===== src/rtl/dsp_addsub_pkg.sv =====
// Opcode encoding shared by the pipelined add/subtract/accumulate unit,
// its lane slices, its bus interface and its testbench.
package dsp_addsub_pkg;

    localparam int OP_W = 2;

    localparam logic [OP_W-1:0] OP_ADD  = 2'b00;
    localparam logic [OP_W-1:0] OP_SUB  = 2'b01;
    localparam logic [OP_W-1:0] OP_ACC  = 2'b10;
    localparam logic [OP_W-1:0] OP_LOAD = 2'b11;

endpackage


===== src/rtl/dsp_addsub_pipe_if.sv =====
// Valid/ready operation and result bus of the add/subtract/accumulate unit.
// The master drives operations and accepts results; the slave is the unit.
interface dsp_addsub_pipe_if #(
    parameter int WIDTH = 32
);
    import dsp_addsub_pkg::*;

    logic             in_valid;
    logic             in_ready;
    logic [OP_W-1:0]  in_op;
    logic [WIDTH-1:0] in_a;
    logic [WIDTH-1:0] in_b;
    logic             out_valid;
    logic             out_ready;
    logic [WIDTH-1:0] out_result;
    logic             out_carry;
    logic             out_overflow;
    logic             out_zero;

    modport master (
        output in_valid, in_op, in_a, in_b, out_ready,
        input  in_ready, out_valid, out_result, out_carry, out_overflow, out_zero
    );

    modport slave (
        input  in_valid, in_op, in_a, in_b, out_ready,
        output in_ready, out_valid, out_result, out_carry, out_overflow, out_zero
    );

endinterface


===== src/rtl/dsp_lane.sv =====
// One LANE_W-bit carry-chain segment: selects the effective addends for the
// opcode, adds them with carry-in, and registers sum, carry and its acc slice.
module dsp_lane
    import dsp_addsub_pkg::*;
#(
    parameter int LANE_W = 16
) (
    input  logic              clk,
    input  logic              rst,
    input  logic              en,
    input  logic              valid,
    input  logic [OP_W-1:0]   op,
    input  logic [LANE_W-1:0] a,
    input  logic [LANE_W-1:0] b,
    input  logic              cin,
    output logic [LANE_W-1:0] sum_d,
    output logic [LANE_W-1:0] sum_q,
    output logic              carry_q,
    output logic              overflow_d
);

    logic [LANE_W-1:0] x;
    logic [LANE_W-1:0] y;
    logic [LANE_W-1:0] acc_d;
    logic [LANE_W-1:0] acc_q;
    logic              carry_d;

    // LOAD passes A through as A + 0, which also forces carry and overflow to 0.
    always_comb begin
        x = a;
        y = '0;
        case (op)
            OP_ADD:  y = b;
            OP_SUB:  y = ~b;
            OP_ACC: begin
                x = acc_q;
                y = a;
            end
            default: y = '0;
        endcase

        {carry_d, sum_d} = {1'b0, x} + {1'b0, y} + {{LANE_W{1'b0}}, cin};
        overflow_d = (x[LANE_W-1] == y[LANE_W-1]) && (sum_d[LANE_W-1] != x[LANE_W-1]);

        acc_d = acc_q;
        if (valid && (op == OP_ACC || op == OP_LOAD)) begin
            acc_d = sum_d;
        end
    end

    always_ff @(posedge clk or posedge rst) begin
        if (rst) begin
            sum_q   <= '0;
            carry_q <= 1'b0;
            acc_q   <= '0;
        end else if (en) begin
            sum_q   <= sum_d;
            carry_q <= carry_d;
            acc_q   <= acc_d;
        end
    end

endmodule


===== src/rtl/dsp_addsub_pipe.sv =====
// Pipelined WIDTH-bit add/subtract/accumulate unit: lane k of every operation
// is computed in stage k, with skewed operands in and deskewed results out.
module dsp_addsub_pipe
    import dsp_addsub_pkg::*;
#(
    parameter int WIDTH  = 32,
    parameter int LANE_W = 16
) (
    input  logic                 clk,
    input  logic                 rst,
    dsp_addsub_pipe_if.slave     bus
);

    localparam int LANES = WIDTH / LANE_W;

    logic              adv;
    logic              valid_d  [LANES];
    logic              valid_q  [LANES];
    logic [OP_W-1:0]   op_d     [LANES];
    logic [OP_W-1:0]   op_q     [LANES];
    logic [WIDTH-1:0]  a_d      [LANES];
    logic [WIDTH-1:0]  a_q      [LANES];
    logic [WIDTH-1:0]  b_d      [LANES];
    logic [WIDTH-1:0]  b_q      [LANES];
    logic [WIDTH-1:0]  low_d    [LANES];
    logic [WIDTH-1:0]  low_q    [LANES];
    logic [WIDTH-1:0]  view     [LANES];
    logic [LANE_W-1:0] lane_sum_d   [LANES];
    logic [LANE_W-1:0] lane_sum_q   [LANES];
    logic              lane_carry_q [LANES];
    logic              lane_ovf_d   [LANES];
    logic              lane_cin     [LANES];
    logic              zero_d;
    logic              zero_q;
    logic              ovf_d;
    logic              ovf_q;

    assign adv = !valid_q[LANES-1] || bus.out_ready;

    // Stage k sees the op that left stage k-1, including its full operand skew copy.
    always_comb begin
        valid_d[0] = bus.in_valid;
        op_d[0]    = bus.in_op;
        a_d[0]     = bus.in_a;
        b_d[0]     = bus.in_b;
        for (int s = 1; s < LANES; s++) begin
            valid_d[s] = valid_q[s-1];
            op_d[s]    = op_q[s-1];
            a_d[s]     = a_q[s-1];
            b_d[s]     = b_q[s-1];
        end
    end

    for (genvar k = 0; k < LANES; k++) begin : g_lane
        if (k == 0) begin : g_first
            assign lane_cin[k] = (op_d[0] == OP_SUB);
        end else begin : g_chain
            assign lane_cin[k] = lane_carry_q[k-1];
        end

        dsp_lane #(
            .LANE_W (LANE_W)
        ) u_lane (
            .clk        (clk),
            .rst        (rst),
            .en         (adv),
            .valid      (valid_d[k]),
            .op         (op_d[k]),
            .a          (a_d[k][k*LANE_W +: LANE_W]),
            .b          (b_d[k][k*LANE_W +: LANE_W]),
            .cin        (lane_cin[k]),
            .sum_d      (lane_sum_d[k]),
            .sum_q      (lane_sum_q[k]),
            .carry_q    (lane_carry_q[k]),
            .overflow_d (lane_ovf_d[k])
        );
    end

    // view[s] is the result assembled so far (lanes 0..s) for the op leaving stage s.
    always_comb begin
        for (int s = 0; s < LANES; s++) begin
            view[s] = low_q[s] | (WIDTH'(lane_sum_q[s]) << (s * LANE_W));
        end
    end

    always_comb begin
        low_d[0] = '0;
        for (int s = 1; s < LANES; s++) begin
            low_d[s] = view[s-1];
        end
    end

    always_comb begin
        zero_d = ((low_d[LANES-1] | (WIDTH'(lane_sum_d[LANES-1]) << ((LANES - 1) * LANE_W))) == '0);
        ovf_d  = lane_ovf_d[LANES-1];
    end

    always_ff @(posedge clk or posedge rst) begin
        if (rst) begin
            for (int s = 0; s < LANES; s++) begin
                valid_q[s] <= 1'b0;
                op_q[s]    <= OP_ADD;
                a_q[s]     <= '0;
                b_q[s]     <= '0;
                low_q[s]   <= '0;
            end
            zero_q <= 1'b0;
            ovf_q  <= 1'b0;
        end else if (adv) begin
            for (int s = 0; s < LANES; s++) begin
                valid_q[s] <= valid_d[s];
                op_q[s]    <= op_d[s];
                a_q[s]     <= a_d[s];
                b_q[s]     <= b_d[s];
                low_q[s]   <= low_d[s];
            end
            zero_q <= zero_d;
            ovf_q  <= ovf_d;
        end
    end

    assign bus.in_ready     = adv;
    assign bus.out_valid    = valid_q[LANES-1];
    assign bus.out_result   = view[LANES-1];
    assign bus.out_carry    = lane_carry_q[LANES-1];
    assign bus.out_overflow = ovf_q;
    assign bus.out_zero     = zero_q;

endmodule


===== src/flat_wrapper.sv =====
// flat-port wrapper written by rule: the top's interface ports become plain ports
module dsp_addsub_pipe_flat import dsp_addsub_pkg::*;
#(
    parameter int WIDTH  = 32,
    parameter int LANE_W = 16
)
  (clk, rst, bus_in_valid, bus_in_op, bus_in_a, bus_in_b, bus_out_ready, bus_in_ready, bus_out_valid, bus_out_result, bus_out_carry, bus_out_overflow, bus_out_zero);
  dsp_addsub_pipe_if #(.WIDTH(WIDTH)) bus_i ();
  input  logic clk;
  input  logic rst;
  input wire logic [$bits(bus_i.in_valid)-1:0] bus_in_valid;
  input wire logic [$bits(bus_i.in_op)-1:0] bus_in_op;
  input wire logic [$bits(bus_i.in_a)-1:0] bus_in_a;
  input wire logic [$bits(bus_i.in_b)-1:0] bus_in_b;
  input wire logic [$bits(bus_i.out_ready)-1:0] bus_out_ready;
  output wire logic [$bits(bus_i.in_ready)-1:0] bus_in_ready;
  output wire logic [$bits(bus_i.out_valid)-1:0] bus_out_valid;
  output wire logic [$bits(bus_i.out_result)-1:0] bus_out_result;
  output wire logic [$bits(bus_i.out_carry)-1:0] bus_out_carry;
  output wire logic [$bits(bus_i.out_overflow)-1:0] bus_out_overflow;
  output wire logic [$bits(bus_i.out_zero)-1:0] bus_out_zero;
  assign bus_i.in_valid = bus_in_valid;
  assign bus_i.in_op = bus_in_op;
  assign bus_i.in_a = bus_in_a;
  assign bus_i.in_b = bus_in_b;
  assign bus_i.out_ready = bus_out_ready;
  assign bus_in_ready = bus_i.in_ready;
  assign bus_out_valid = bus_i.out_valid;
  assign bus_out_result = bus_i.out_result;
  assign bus_out_carry = bus_i.out_carry;
  assign bus_out_overflow = bus_i.out_overflow;
  assign bus_out_zero = bus_i.out_zero;
  dsp_addsub_pipe #(.WIDTH(WIDTH), .LANE_W(LANE_W)) u_core (.clk(clk), .rst(rst), .bus(bus_i));
endmodule

===== config.mk =====
export PLATFORM = sky130hd
export DESIGN_NAME = dsp_addsub_pipe_flat
export DESIGN_NICKNAME = d
export VERILOG_FILES = /design/src/rtl/dsp_addsub_pkg.sv /design/src/rtl/dsp_addsub_pipe_if.sv /design/src/rtl/dsp_lane.sv /design/src/rtl/dsp_addsub_pipe.sv /design/src/flat_wrapper.sv
export SDC_FILE = /design/constraint.sdc
export NUM_CORES = 1
export LEC_CHECK = 0
export ABC_AREA = 1
export BUFFER_PORTS_ARGS = -buffer_cell sky130_fd_sc_hd__buf_4
export CELL_PAD_IN_SITES_DETAIL_PLACEMENT = 0
export CELL_PAD_IN_SITES_GLOBAL_PLACEMENT = 1
export CORE_MARGIN = 1.5
export CORE_UTILIZATION = 45
export CTS_CLUSTER_DIAMETER = 30
export DETAILED_ROUTE_END_ITERATION = 16
export HOLD_SLACK_MARGIN = 0.15
export PLACE_DENSITY_LB_ADDON = 0.15
export SETUP_SLACK_MARGIN = 0.5
export SYNTH_ARGS = -nofsm -noshare
export SYNTH_HDL_FRONTEND = slang
export SYNTH_HIERARCHICAL = 1
export SYNTH_SLANG_ARGS = --single-unit

===== constraint.sdc =====
create_clock -name clk -period 8.5 [get_ports clk]
set_input_delay 1.275 -clock clk [delete_from_list [all_inputs] [get_ports clk]]
set_output_delay 1.275 -clock clk [all_outputs]
set_load 0.005 [all_outputs]

==> impl_metrics.py, run 1 <==
metrics = {
    "critical_path": {
        "cp.required_ns": 8.84,
        "r2r-start": "u_core/op_d[0]",
        "arrival_ns": 4.53,
        "start_kind": "flop",
        "worstSetupPathType": "reg -> reg",
        "end_kind": "flop",
        "worstPathMaxFanout": 32,
        "r2r_cells": 17,
        "startpoint": "u_core/op_d[0]",
        "reg2reg_slack_ns": 4.31,
        "timing.rr.end": "u_core/bus.out_zero",
    },
    "layout": {
        "fillCellCount": 1717,
        "drive_above_1_share": 0.1467,
        "layout.nets": 1270,
        "diodes": 0,
        "post-route-util": 0.5496,
        "areaGrowthSynthToFinish_pct": 20.13,
    },
    "place": {
        "io_buffers": 106,
        "dp_hpwl_um": 15440,
        "gp_congestion": 0.8776,
    },
    "timing": {
        "setup_violations": 0,
        "tns_ns": 0,
        "rsz0062_at_grt": "no",
        "slew_viol_final": 0,
        "max_slew_margin": 0.2101,
        "skew_ns": 0.009750,
        "period_share": 0.4928,
        "worstMarginPinSlew_ns": 1.182,
        "clock.fmax_mhz": 238.7,
        "timing.final.crit_period_ns": 4.189,
        "hold_viol_final": 0,
    },
    "die": {
        "initial_core_util": 0.4575,
        "coreArea_um2": 16470,
        "die_y_um": 132.4,
        "rows": 47,
        "die_area_um2": 17530,
        "ioPinCount": 107,
        "dieWidth_um": 132.4,
    },
    "clocking": {
        "cts_setup_buffers": 0,
        "clk_pin_slew_worst_paths_ns": 0.06,
        "hold_buffers": 0,
        "cts-buffers-inserted": 17,
        "worstSkewPairLatency_ns": 0.42,
        "tritoncts": "built",
        "cts_buffer_depth": 2,
        "ctsHtreeMaxLevel": 4,
        "clockRootBuffer": "clkbuf_16",
        "cts.sink_count": 120,
        "cts_resized": 0,
    },
    "route": {
        "viasPerCell": 4.932,
        "dr.first_iter.drc_count": 401,
        "drc": 0,
        "drt-wirelength-per-cell_um": 14.67,
        "routed_wl_um": 20520,
        "via_count": 6900,
        "antenna_left": 0,
        "firstDrtPassIters": 5,
    },
    "logic_synthesis": {
        "synth.cell_area_um2": 7533,
        "syn_nets": 1178,
        "yosys_warnings": 6,
        "syn_inst": 1074,
        "postSynthAreaPerCell_um2": 7.014,
    },
    "global_routing": {
        "antenna_found_initial": 0,
        "grt_pass1_vias": 6754,
        "grt_first_pass_wirelength_um": 33830,
        "grt_max_degree": 72,
        "overflow": 0,
        "track_usage": 0.2471,
    },
    "power_and_ir_drop": {
        "irDropWorstVdd_mv": 0.1769,
        "p_leak_uw": 0.004935,
        "finalPower_uw": 2615,
        "powerDensity_nw_per_um2": 288.9,
    },
    "hold_path": {
        "hp-class": "reg -> reg",
        "min_to": "u_core/a_d[25]",
        "min-delay-start": "u_core/a_d[25]",
        "worstHoldPathCells": 2,
    },
    "status": {
        "status": "completed",
    },
    "job": {
        "drv_cap": 0,
    },
}
[metal layers]
layer	wire (um)	global-route usage
met2	10740	0.4540
met3	791	0.04152
met4	462	0.08425
met1	8527	0.2911
met5	0	0
[state kept, by name (all words and copies together), names as in the netlist]
signal,cells
u_core/g_lane.u_lane/carry_q,2
u_core/low_q,16
u_core/bus.out_valid,1
u_core/b_d,16
u_core/valid_d,1
u_core/a_d,16
u_core/bus.out_zero,1
u_core/g_lane.u_lane/acc_q,32
u_core/g_lane.u_lane/sum_q,32
u_core/bus.out_overflow,1
u_core/op_d,2
[layout make-up]
| class | instances | area (um2) | share of cell area |
|---|---|---|---|
| clock buffers | 18 | 439.2 | 0.04853 |
| clock inverters | 14 | 148.9 | 0.01645 |
| well taps | 220 | 275.3 | 0.03042 |
| inverters | 119 | 446.7 | 0.04936 |
| multi-input cells | 797 | 3904 | 0.4314 |
| flip-flops and latches | 120 | 3003 | 0.3318 |
| repair buffers | 111 | 833.3 | 0.09208 |
[cell usage in the layout (no fill, tap or decap), drive strengths merged, types with 4 or more instances in the layout]
| cell | count |
|---|---|
| ha | 30 |
| xor2 | 12 |
| nor2 | 59 |
| buf | 111 |
| or2 | 6 |
| clkinv | 7 |
| and2 | 8 |
| nand3b | 7 |
| fa | 4 |
| o221ai | 11 |
| a21oi | 31 |
| nand3 | 66 |
| inv | 120 |
| nand2 | 480 |
| mux2 | 6 |
| clkinvlp | 4 |
| o21ai | 41 |
| dfrtp | 120 |
| nor3 | 9 |
| o211ai | 19 |
| clkbuf | 18 |
[worst max-delay path by stage]
stage / endpoint / slack [ns]
after floorplan: u_core/g_lane[0].u_lane/sum_q[12] / 5.13
after global placement: u_core/g_lane[0].u_lane/acc_q[14] / 4.24
after detailed placement: u_core/g_lane[0].u_lane/sum_q[10] / 4.13
after CTS: u_core/bus.out_zero / 4.32
after global routing: u_core/bus.out_zero / 3.92
final: u_core/bus.out_zero / 4.31
[power by group]
group	switching, uW	total (uW)	internal [uW]
Clock	279	720	440
Combinational	618	1020	404
Sequential	119	872	754
[worst max-delay path, cell delays in order (launching register included)]
cell      delay [ns]
dfrtp_1         0.42
inv_1           0.32
nand2_1         0.69
o21ai_0         0.49
fa_1            0.22
inv_1           0.07
fa_1            0.47
nand2_1         0.08
nand2_1         0.08
and2_4          0.16
nand2_1         0.06
nand2_2         0.06
xor2_2          0.18
nor2_1          0.13
nand2_1         0.06
nor2_1          0.34
nand3_1         0.13
o21bai_1        0.13
[stage by stage]
stage	hold WS, ns	cells	worst slack [ns]	instance area [um2]
6_report	0.4770	1399	4.311	9050
4_1_cts	0.4817	1399	4.319	9050
3_3_place_gp	0.4638	1367	4.235	8462
3_5_place_dp	0.4654	1367	4.134	8462
5_1_grt	0.4959	1399	3.920	9050
2_1_floorplan	0.4439	1074	5.131	7533
(Power assumes the default switching activity.)
==> run 2: changes to the inputs <==
--- a/config.mk
+++ b/config.mk
@@ -10,7 +10,7 @@
 export CELL_PAD_IN_SITES_DETAIL_PLACEMENT = 0
 export CELL_PAD_IN_SITES_GLOBAL_PLACEMENT = 1
 export CORE_MARGIN = 1.5
-export CORE_UTILIZATION = 45
+export CORE_UTILIZATION = 38
 export CTS_CLUSTER_DIAMETER = 30
 export DETAILED_ROUTE_END_ITERATION = 16
 export HOLD_SLACK_MARGIN = 0.15
==> constraint.sdc (replaced) <==
create_clock -name clk -period 3.4 [get_ports clk]
set_input_delay 0.51 -clock clk [delete_from_list [all_inputs] [get_ports clk]]
set_output_delay 0.51 -clock clk [all_outputs]
set_load 0.005 [all_outputs]
==> impl_metrics.py, run 2 (same netlist as run 1, synthesis figures left out) <==
metrics = {
    "timing": {
        "period_share": 0.8500,
        "tns_ns": 0,
        "skew_ns": 0.009081,
        "slew_viol_final": 0,
        "hold_viol_final": 0,
        "timing.final.crit_period_ns": 2.890,
        "setup_violations": 0,
        "clock.fmax_mhz": 346.0,
        "holdWs_ns": 0.1922,
        "rsz0062_at_grt": "yes",
        "max_slew_margin": 0.4451,
        "setup_slack_ns": 0.5101,
        "worstMarginPinSlew_ns": 0.8314,
    },
    "critical_path": {
        "cp_slowest_stage_delay_ns": 0.43,
        "worstPathMaxFanout": 6,
        "cp.required_ns": 3.74,
        "path_buf_inv": 4,
        "arrival_ns": 3.23,
        "worstSetupPathType": "reg -> reg",
        "cp_common_cell": "nand2_1",
        "end_kind": "flop",
        "cp_cell_sequence": "inv_2 -> or2_4 -> buf_12 -> o221ai_1 -> ha_1 -> nand2_1 -> nand2_1 -> inv_1 -> nand2_1 -> inv_1 -> nand3b_1 -> and2_1 -> nor2_2 -> nand2_2 -> nor2_4 -> nand3_1 -> o21bai_1",
        "start_kind": "flop",
        "crit_family": "simple AND/OR/NAND/NOR gates",
        "cp_slowest_cell": "dfrtp_1",
    },
    "place": {
        "dp_hpwl_um": 16810,
        "dp_slack_ns": 0.2957,
        "place_area_um2": 8616,
        "gp_congestion": 0.8970,
        "post-place-cells": 1425,
        "io_buffers": 106,
    },
    "global_routing": {
        "grt_pass1_vias": 7009,
        "overflow": 0,
        "track_usage": 0.2291,
        "grt_first_pass_wirelength_um": 35850,
        "antenna_found_initial": 0,
        "grt_max_degree": 53,
    },
    "layout": {
        "reg_top3": "u_core/g_lane.u_lane/acc_q x32, u_core/g_lane.u_lane/sum_q x32",
        "drive_above_1_share": 0.2119,
        "final_common_cell": "nand2_1",
        "instances_no_fill": 1478,
        "layout.nets": 1304,
        "areaGrowthSynthToFinish_pct": 26.92,
        "finalInstanceArea_um2": 9562,
        "layout_common_cells": "nand2_1, buf_4, dfrtp_1",
        "diodes": 0,
    },
    "power_and_ir_drop": {
        "p_leak_uw": 0.005145,
        "powerDensity_nw_per_um2": 722.9,
        "irDropWorstVdd_mv": 0.3838,
    },
    "clocking": {
        "cts_buffer_depth": 2,
        "tritoncts": "built",
        "cts-buffers-inserted": 17,
        "hold_buffers": 0,
        "cts.sink_count": 120,
        "clk_pin_slew_worst_paths_ns": 0.06,
        "clockRootBuffer": "clkbuf_16",
        "ctsHtreeMaxLevel": 4,
        "worstSkewPairLatency_ns": 0.43,
    },
    "route": {
        "routed_wl_um": 22500,
        "antenna_left": 0,
        "drt-wirelength-per-cell_um": 15.22,
        "drc": 0,
        "viasPerCell": 4.794,
        "via_count": 7085,
        "dr.first_iter.drc_count": 348,
        "firstDrtPassIters": 5,
    },
    "die": {
        "coreArea_um2": 19460,
        "die_area_um2": 20680,
        "ioPinCount": 107,
        "initial_core_util": 0.3871,
        "rows": 51,
        "die_y_um": 143.8,
        "dieWidth_um": 143.8,
    },
    "status": {
        "status": "completed",
    },
    "hold_path": {
        "hp-class": "in -> async",
    },
    "job": {
        "drv_cap": 0,
    },
}
[run 2: cell count changes in the layout (fill, tap and decap cells not counted), sizes merged]
cell	delta
buf	+34
clkbuf	-1
clkinv	+1
inv	+3
clkinvlp	-2
bufinv	-1
[run 2: what timing repair did]
action / CTS / global route
endpoints found under the hold margin: 0 / 0
buffers inserted: 11 / 10
endpoints found under the setup margin: 1 / 2
pin swaps: 12 / 39
gates resized for setup: 13 / 49
[run 2: area by class of cell]
class	count	area [um2]
clock buffers	17	425.4
clock inverters	15	142.6
fillers	2078	9901
inverters	119	446.7
multi-input cells	797	4099
flip-flops and latches	120	3004
well taps	265	331.6
repair buffers	145	1112
[run 2: final timing paths]
kind | start | to | slack [ns] | cells past startpoint
max | u_core/op_d[0] | u_core/bus.out_zero | 0.51 | 17
min reg2reg | u_core/a_d[25] | u_core/a_d[25] | 0.48 | 2
max reg2reg | u_core/op_d[0] | u_core/bus.out_zero | 0.51 | 17
max in group asynchronous | rst | u_core/g_lane[0].u_lane/acc_q[15] | 2.38 | 3
min in group clk | bus_in_b[20] | u_core/b_d[20] | 0.28 | 3
min | rst | u_core/valid_d[0] | 0.19 | 2
[run 2: power by group]
part / switching [uW] / internal (uW) / total [uW]
clock network: 738 / 1020 / 1760
registers: 293 / 1880 / 2180
logic: 1710 / 1260 / 2980
total: 2740 / 4170 / 6910
[run 2: per-layer routing]
| layer | up-vias | global-route usage | wire length [um] | part of all wire |
|---|---|---|---|---|
| met2 | 137 | 0.4246 | 11820 | 0.53 |
| met1 | 3288 | 0.2642 | 9452 | 0.42 |
| met4 | 0 | 0.08002 | 532 | 0.024 |
| li1 | 3627 | - | - | - |
| met3 | 33 | 0.03899 | 695 | 0.031 |
| met5 | - | 0 | 0 | 0 |
[run 2: metrics by stage]
stage               utilization  power [uW]
CTS                      0.4786        6722
global placement         0.4427        4800
finish                   0.4913        6912
floorplan                     -        3831
global route             0.4913        7455
detailed placement       0.4427        4806
==> run 3: changes to the inputs <==
--- a/config.mk
+++ b/config.mk
@@ -5,12 +5,12 @@
 export SDC_FILE = /design/constraint.sdc
 export NUM_CORES = 1
 export LEC_CHECK = 0
-export ABC_AREA = 1
+export ABC_AREA = 0
 export BUFFER_PORTS_ARGS = -buffer_cell sky130_fd_sc_hd__buf_4
 export CELL_PAD_IN_SITES_DETAIL_PLACEMENT = 0
 export CELL_PAD_IN_SITES_GLOBAL_PLACEMENT = 1
 export CORE_MARGIN = 1.5
-export CORE_UTILIZATION = 38
+export CORE_UTILIZATION = 40
 export CTS_CLUSTER_DIAMETER = 30
 export DETAILED_ROUTE_END_ITERATION = 16
 export HOLD_SLACK_MARGIN = 0.15
==> constraint.sdc (replaced) <==
create_clock -name clk -period 2.48 [get_ports clk]
set_input_delay 0.372 -clock clk [delete_from_list [all_inputs] [get_ports clk]]
set_output_delay 0.372 -clock clk [all_outputs]
set_load 0.005 [all_outputs]
==> impl_metrics.py, run 3 <==
metrics = {
    "layout": {
        "drive_above_1_share": 0.4387,
        "layout.nets": 1242,
        "final_common_cell": "buf_4",
        "layout_common_cells": "buf_4, nand2_1, dfrtp_1",
        "post-route-util": 0.6319,
        "areaGrowthSynthToFinish_pct": 54.67,
        "finalInstanceArea_um2": 11860,
        "diodes": 0,
        "reg_top3": "u_core/g_lane.u_lane/acc_q x32, u_core/g_lane.u_lane/sum_q x32",
    },
    "logic_synthesis": {
        "postSynthAreaPerCell_um2": 8.874,
        "synth.cell_area_um2": 7667,
        "syn_inst": 864,
        "syn_nets": 968,
        "yosys_warnings": 6,
    },
    "power_and_ir_drop": {
        "internal_power_uw": 7973,
        "p_seq_frac": 0.258,
        "clockPowerShare": 0.204,
        "switchingPower_uw": 4589,
        "netSwitchingFraction": 0.3653,
        "powerDensity_nw_per_um2": 1059,
        "irDropWorstVdd_mv": 0.5698,
        "p_leak_uw": 0.005561,
        "p_comb_frac": 0.539,
    },
    "global_routing": {
        "track_usage": 0.2344,
        "grt_first_pass_wirelength_um": 36520,
        "antenna_found_initial": 0,
        "grt_max_degree": 55,
        "overflow": 0,
        "grt_pass1_vias": 7107,
    },
    "route": {
        "via_count": 7211,
        "drc": 0,
        "dr.first_iter.drc_count": 343,
        "drt-wirelength-per-cell_um": 16.67,
        "viasPerCell": 5.206,
        "antenna_left": 0,
        "routed_wl_um": 23080,
        "firstDrtPassIters": 5,
    },
    "critical_path": {
        "r2r_cells": 13,
        "crit_end": "u_core/bus.out_zero",
        "arrival_ns": 3.68,
        "startpoint": "u_core/op_d[0]",
        "crit_cells": 13,
        "r2r-start": "u_core/op_d[0]",
        "end_kind": "flop",
        "cp_slowest_stage_delay_ns": 0.41,
        "crit_family": "compound AO/OA/AOI/OAI gates",
        "cp.required_ns": 2.81,
        "worstPathMaxFanout": 3,
        "timing.rr.end": "u_core/bus.out_zero",
        "cp_slowest_cell": "dfrtp_1",
        "reg2reg_slack_ns": -0.87,
        "worstSetupPathType": "reg -> reg",
        "start_kind": "flop",
        "cp_cell_sequence": "nor2b_4 -> mux2i_2 -> fa_2 -> inv_2 -> fa_2 -> a21o_1 -> a221o_1 -> a21oi_4 -> o21ai_2 -> xor2_1 -> nor4_2 -> nand4_1 -> o31ai_2",
        "path_buf_inv": 1,
        "cp_common_cell": "fa_2",
    },
    "hold_path": {
        "hp-class": "in -> reg",
        "worstHoldPathCells": 3,
    },
    "place": {
        "gp_congestion": 0.9027,
        "dp_hpwl_um": 16710,
        "dp_slack_ns": -0.8452,
        "place_area_um2": 9868,
        "io_buffers": 106,
    },
    "timing": {
        "skew_ns": 0.008624,
        "timing.final.crit_period_ns": 3.352,
        "tns_ns": -13.14,
        "max_slew_margin": 0.5798,
        "setup_slack_ns": -0.8715,
        "period_share": 1.351,
        "hold_viol_final": 0,
        "rsz0062_at_grt": "yes",
        "clock.fmax_mhz": 298.4,
        "worstMarginPinSlew_ns": 0.6245,
        "holdWs_ns": 0.1585,
        "setup_violations": 35,
        "slew_viol_final": 0,
    },
    "clocking": {
        "cts-buffers-inserted": 17,
        "tritoncts": "built",
        "ctsHtreeMaxLevel": 4,
        "cts_buffer_depth": 2,
        "cts.sink_count": 120,
        "clockRootBuffer": "clkbuf_16",
        "clk_pin_slew_worst_paths_ns": 0.06,
        "worstSkewPairLatency_ns": 0.42,
    },
    "die": {
        "coreArea_um2": 18770,
        "ioPinCount": 107,
        "die_y_um": 141.5,
        "rows": 50,
        "dieWidth_um": 141.5,
        "initial_core_util": 0.4085,
        "die_area_um2": 20010,
    },
    "status": {
        "violations": "negative setup slack",
        "status": "finished with violations",
    },
    "job": {
        "drv_cap": 0,
    },
}
-- run 3: metrics by stage --
step	total power [uW]	std cells
2_1_floorplan	6119	864
3_3_place_gp	8583	1298
3_5_place_dp	8616	1298
4_1_cts	12260	1375
5_1_grt	13290	1385
6_report	12560	1385
-- run 3: final cells by class --
cell class / count / area [um2]
Fill cell: 1588 / 6909
Multi-Input combinational cell: 670 / 5240
Sequential cell: 120 / 3003
Timing Repair Buffer: 309 / 2633
Clock buffer: 18 / 439.2
Tap cell: 234 / 292.8
Clock inverter: 14 / 171.4
Inverter: 20 / 80.08
-- run 3: repair_timing --
action,CTS,global route
endpoints found under the setup margin,61,61
resized for setup,150,47
setup buffers,27,10
pin swaps,67,23
hold buffers,18,0
hold endpoints to repair,137,0
-- run 3: worst min-delay path by stage --
stage	from	to	slack, ns
floorplan	u_core/op_d[1]	u_core/op_d[1]	0.44
global placement	u_core/low_q[4]	u_core/low_q[4]	0.45
detailed placement	rst	u_core/low_q[0]	0.46
CTS	bus_in_b[18]	u_core/b_d[18]	0.15
global route	bus_in_b[21]	u_core/b_d[21]	0.15
finish	bus_in_b[21]	u_core/b_d[21]	0.16
-- run 3: routing by layer --
| layer | part of all wire | up-vias | wire [um] | track usage |
|---|---|---|---|---|
| met5 | 0 | - | 0 | 0 |
| met4 | 0.032 | 0 | 746 | 0.1004 |
| met3 | 0.025 | 38 | 585 | 0.04185 |
| met2 | 0.53 | 143 | 12150 | 0.4177 |
| met1 | 0.42 | 3474 | 9601 | 0.2775 |
| li1 | - | 3556 | - | - |
-- run 3: power groups by stage --
stage | combinational [uW] | sequential (uW) | clock [uW]
2_1_floorplan | 3070 | 3050 | 0
3_3_place_gp | 5330 | 3250 | 0
3_5_place_dp | 5360 | 3250 | 0
4_1_cts | 6400 | 3240 | 2620
5_1_grt | 7260 | 3310 | 2720
6_report | 6770 | 3230 | 2560
-- run 3: tightest hold or removal path, delay by kind of cell --
kind	cells	cell delay, ns
buffers and inverters	1	0.08
and+or+nand+nor	2	0.10
